$ cat src/rtl/hit_map_reader.sv
// Drains a 1-bit-wide result memory from address 0 up to last-1 and packs the bits LSB-first into bytes.
// Latency: 2 cycles per bit (READ + WAIT), then at least one EMIT cycle per byte; done pulses one cycle after DONE.
// Backpressure: EMIT holds out_byte/out_bits/out_valid stable and issues no reads until out_ready is seen.
module hit_map_reader (
  input  logic        clk,
  input  logic        rst_n,
  input  logic        start,
  input  logic [11:0] last,
  output logic [11:0] mem_addr,
  output logic        mem_rd,
  input  logic        mem_data,
  output logic [7:0]  out_byte,
  output logic        out_valid,
  input  logic        out_ready,
  output logic [3:0]  out_bits,
  output logic        busy,
  output logic        done
);

  typedef enum logic [2:0] {
    S_IDLE,
    S_READ,
    S_WAIT,
    S_EMIT,
    S_DONE
  } state_t;

  state_t      state;
  logic [11:0] addr;
  logic [11:0] end_r;
  logic [7:0]  pack;
  logic [7:0]  pack_nxt;
  logic [11:0] addr_inc;

  // Merge the returning memory bit into its LSB-first slot and precompute the next address.
  always_comb begin
    pack_nxt = pack | ({7'd0, mem_data} << addr[2:0]);
    addr_inc = addr + 12'd1;
  end

  // Drain FSM; every output is registered and set on the transition into the state that owns it.
  always_ff @(posedge clk or negedge rst_n) begin
    if (!rst_n) begin
      state     <= S_IDLE;
      addr      <= 12'd0;
      end_r     <= 12'd0;
      pack      <= 8'd0;
      mem_addr  <= 12'd0;
      mem_rd    <= 1'b0;
      out_byte  <= 8'd0;
      out_valid <= 1'b0;
      out_bits  <= 4'd0;
      busy      <= 1'b0;
      done      <= 1'b0;
    end else begin
      mem_rd <= 1'b0;
      // done trails the DONE state by one cycle so it is visible as a clean single pulse
      done   <= (state == S_DONE);
      case (state)
        S_IDLE: begin
          if (start) begin
            end_r <= last;
            addr  <= 12'd0;
            pack  <= 8'd0;
            if (last == 12'd0) begin
              state <= S_DONE;
            end else begin
              state    <= S_READ;
              mem_rd   <= 1'b1;
              mem_addr <= 12'd0;
              busy     <= 1'b1;
            end
          end
        end
        S_READ: begin
          // mem_rd was raised on entry; the bit returns during WAIT
          state <= S_WAIT;
        end
        S_WAIT: begin
          pack <= pack_nxt;
          addr <= addr_inc;
          if ((addr[2:0] == 3'd7) || (addr_inc == end_r)) begin
            state     <= S_EMIT;
            out_valid <= 1'b1;
            out_byte  <= pack_nxt;
            out_bits  <= {1'b0, addr[2:0]} + 4'd1;
          end else begin
            state    <= S_READ;
            mem_rd   <= 1'b1;
            mem_addr <= addr_inc;
          end
        end
        S_EMIT: begin
          if (out_ready) begin
            out_valid <= 1'b0;
            pack      <= 8'd0;
            if (addr != end_r) begin
              state    <= S_READ;
              mem_rd   <= 1'b1;
              mem_addr <= addr;
            end else begin
              state <= S_DONE;
              busy  <= 1'b0;
            end
          end
        end
        S_DONE: begin
          state <= S_IDLE;
        end
        default: begin
          state <= S_IDLE;
          busy  <= 1'b0;
        end
      endcase
    end
  end

endmodule
$ cat config.mk
export PLATFORM = sky130hd
export DESIGN_NAME = hit_map_reader
export DESIGN_NICKNAME = d
export VERILOG_FILES = /design/src/rtl/hit_map_reader.sv
export SDC_FILE = /design/constraint.sdc
export NUM_CORES = 1
export LEC_CHECK = 0
export CAP_MARGIN = 40
export CORE_MARGIN = 4
export CORE_UTILIZATION = 50
export CTS_CLUSTER_SIZE = 28
export DETAILED_ROUTE_END_ITERATION = 12
export GPL_ROUTABILITY_DRIVEN = 0
export PLACE_DENSITY = 0.73
export SLEW_MARGIN = 20
export SYNTH_ARGS = -nofsm -noshare
export SYNTH_HDL_FRONTEND = slang
export SYNTH_SLANG_ARGS = --single-unit
$ cat constraint.sdc
create_clock -name clk -period 4.45 [get_ports clk]
set_input_delay 0.89 -clock clk [delete_from_list [all_inputs] [get_ports clk]]
set_output_delay 0.89 -clock clk [all_outputs]
set_load 0.01 [all_outputs]
==> flow_metrics.env <==
export IMPL_routed_wl_um=6959
export IMPL_grt_pass1_vias=2377
export IMPL_drt_iter0_markers=210
export IMPL_worstMarginPinSlew_ns=0.7351
export IMPL_critPathMaxFanout=14
export IMPL_use_met3_pct=4.758
export IMPL_yosysTopAreaCell="dfrtp_1"
export IMPL_cts_made_buffers=9
export IMPL_criticalPathCategory="flip-flop to flip-flop"
export IMPL_powerDensity_nw_per_um2=474.2
export IMPL_route_detailed_drc=0
export IMPL_post_cts_resized=0
export IMPL_hold_start="pack[5]$_DFFE_PN0P_"
export IMPL_tns_ns=0
export IMPL_cts_path_max_buffers=2
export IMPL_use_met1_pct=26.01
export IMPL_vias=2508
export IMPL_min_path_type="flip-flop to flip-flop"
export IMPL_synth_sequential_area_ratio_pct=44.98
export IMPL_syn_area_per_cell_sq_um=10.62
export IMPL_clock_sinks=63
export IMPL_synth_cells=330
export IMPL_dpl_hpwl_um=5060
export IMPL_hold_buffers=0
export IMPL_rows=30
export IMPL_nets=385
export IMPL_final_fill_count=574
export IMPL_initial_core_util_pct=51.58
export IMPL_cap_viol_max_count=0
export IMPL_synth_edf_count=0
export IMPL_grt_overflow=0
export IMPL_ys_async_sr_fraction_pct=100.0
export IMPL_max_freq_mhz=319.3
export IMPL_ant_nets=0
export IMPL_grt_total_usage_pct=17.72
export IMPL_gr_max_usage_layer="met1"
export IMPL_clock_latency_ns=0.33
export IMPL_hold_worst_slack_ns=0.4956
export IMPL_hold_path_depth=1
export IMPL_htree_num_levels=3
export IMPL_outcome="finished clean"
export IMPL_port_buffers=44
export IMPL_syn_num_nets=349
export IMPL_reg2reg_depth=8
export IMPL_instances_no_fill=466
export IMPL_crit_required_ns=4.66
export IMPL_cts_setup_buffers=0
export IMPL_drive_above_1_share_pct=16.22
export IMPL_wire_per_inst_um=14.93
export IMPL_root_buffer="clkbuf_8"
export IMPL_setup_viol_count_final=0
export IMPL_yosys_warnings=0
export IMPL_hold_violations=0
export IMPL_cts_clk_slew_worst_paths_ns=0.06
export IMPL_critPathCaptureType="flip-flop"
export IMPL_synth_cell_area_sq_um=3505
export IMPL_p_leak_uw=0.001723
export IMPL_ys_flop_type="dfrtp_1"
export IMPL_die_area_sq_um=8413
export IMPL_dr_pass1_iters=5
export IMPL_ys_top_cells_by_area="dfrtp_1 45%, mux2_2 6.1%, xor2_1 4.2%"
export IMPL_ff2ff_setup_slack_ns=1.32
export IMPL_ys_seq_elements=63
export IMPL_cts_tree="yes"
export IMPL_io_pins=45
export IMPL_slew_viol_final=0
export IMPL_rr_startpoint="addr[0]$_DFFE_PN0P_"
export IMPL_grt_max_degree=36
export IMPL_placedCellCount=451
export IMPL_final_setup_worst_slack_ns=1.319
export IMPL_finalClockSkew_ns=0.006625
export IMPL_hold_end="pack[5]$_DFFE_PN0P_"
export IMPL_core_sq_um=6794
export IMPL_cp_start_kind="flip-flop"
export IMPL_grt_setup_unrepaired="false"
export IMPL_min_period_ns=3.131
export IMPL_grt_first_pass_wirelength_um=11940
export IMPL_viasPerCell=5.382
export IMPL_die_x_um=91.72
export IMPL_die_h_um=91.72
export IMPL_area_growth_pct=15.85
export IMPL_max_slew_margin_pct=50.81
export IMPL_synth_distinct_cells=55
export IMPL_antennaDiodeCount=0
export IMPL_antenna_found_initial=0
export IMPL_ir_drop_v=0.0002471
export IMPL_period_share_pct=70.37
export IMPL_post_place_ws_ns=1.144
export IMPL_grt_met2_usage_pct=25.38
export IMPL_arrival_ns=3.34
export IMPL_rr_endpoint="mem_addr[1]$_DFFE_PN0P_"
export IMPL_synth_top_area_share_pct=44.98
[final cells by class]
class                           count  area [sq um]  share of cell area, %
Clock buffer                       14         152.6                  3.760
Multi-Input combinational cell    228          1680                  41.39
Clock inverter                      1         5.005                 0.1233
Tap cell                           96         120.1                  2.958
Timing Repair Buffer               48         465.4                  11.46
Inverter                           16         60.06                  1.479
Sequential cell                    63          1577                  38.83
[routing by layer]
| layer | up-vias | part of all wire [%] |
|---|---|---|
| met5 | - | 0 |
| met4 | 0 | 1.7 |
| met3 | 11 | 5.4 |
| met2 | 68 | 43 |
| met1 | 1202 | 50 |
| li1 | 1227 | - |
[logic make-up (layout without fill, tap and decap cells)]
logic type | after synthesis | count (layout) | share of synthesized area [%]
XOR/XNOR | 28 | 28 | 7.533
buffers and inverters | 39 | 79 | 7.069
flip-flops | 63 | 63 | 44.98
AND/OR/NAND/NOR | 93 | 93 | 14.28
AO/OA/AOI/OAI | 67 | 67 | 12.60
multiplexers | 38 | 38 | 12.82
adder cells (fa/ha/maj) | 2 | 2 | 0.7139
[worst max-delay path, cell delays in order (launching register included)]
cell and delay, ns:
dfrtp_1 0.67, ha_1 0.38, nand2_1 0.10, nor3_1 0.34, xor2_1 0.11, nor3_1 0.25, nand4_2 0.20, a31oi_4 0.55
mux2_2 0.39
[cells in the mapped netlist, types with 5 or more instances]
cell type / n
dfrtp_1: 63
nor2_1: 24
o21ai_0: 22
mux2_2: 19
nand2_1: 19
xor2_1: 17
inv_1: 16
a21oi_1: 15
mux2i_1: 10
xnor2_1: 10
buf_6: 9
mux2_4: 9
clkbuf_1: 8
nand3_1: 8
a32o_1: 6
and2_1: 6
o31ai_1: 6
nor3_1: 5
nor4_1: 5
[flip-flops by register name, indices dropped and copies added (netlist names)]
register,count
addr,12
out_byte,8
mem_rd,1
busy,1
done,1
out_valid,1
end_r,12
state,3
mem_addr,12
pack,8
out_bits,4
[power by group]
group / switching (uW) / internal [uW] / total, uW / leakage (uW)
combinational: 362 / 328 / 690 / 0.000816
sequential: 139 / 681 / 820 / 0.000826
clock: 201 / 214 / 415 / 0.0000805
total: 702 / 1220 / 1930 / 0.00172
[placed cells by master (no fill, tap or decap), types with 10 or more instances in the layout]
cell,count
dfrtp_1,63
o21ai_0,22
xnor2_1,10
mux2_2,19
a21oi_1,15
clkdlybuf4s50_1,43
mux2i_1,10
nor2_1,24
inv_1,16
clkbuf_8,10
xor2_1,17
nand2_1,19
[worst max-delay path by stage]
stage / depth (start not counted) / to / from
final: 8 / mem_addr[1]$_DFFE_PN0P_ / addr[0]$_DFFE_PN0P_
after global placement: 6 / mem_addr[10]$_DFFE_PN0P_ / last[6]
after CTS: 9 / out_bits[0]$_DFFE_PN0P_ / addr[0]$_DFFE_PN0P_
after global routing: 9 / out_byte[3]$_DFFE_PN0P_ / addr[0]$_DFFE_PN0P_
after floorplan: 10 / mem_addr[11]$_DFFE_PN0P_ / addr[0]$_DFFE_PN0P_
after detailed placement: 6 / mem_addr[0]$_DFFE_PN0P_ / last[6]
[metrics by stage]
step | instance area (sq um) | total power [uW] | utilization, %
final | 4060 | 1925 | 59.76
after detailed placement | 3902 | 1526 | 57.44
after global placement | 3902 | 1502 | 57.44
after floorplan | 3505 | 1368 | -
after CTS | 4060 | 1940 | 59.76
after global routing | 4060 | 2054 | 59.76
(Power assumes the default switching activity.)
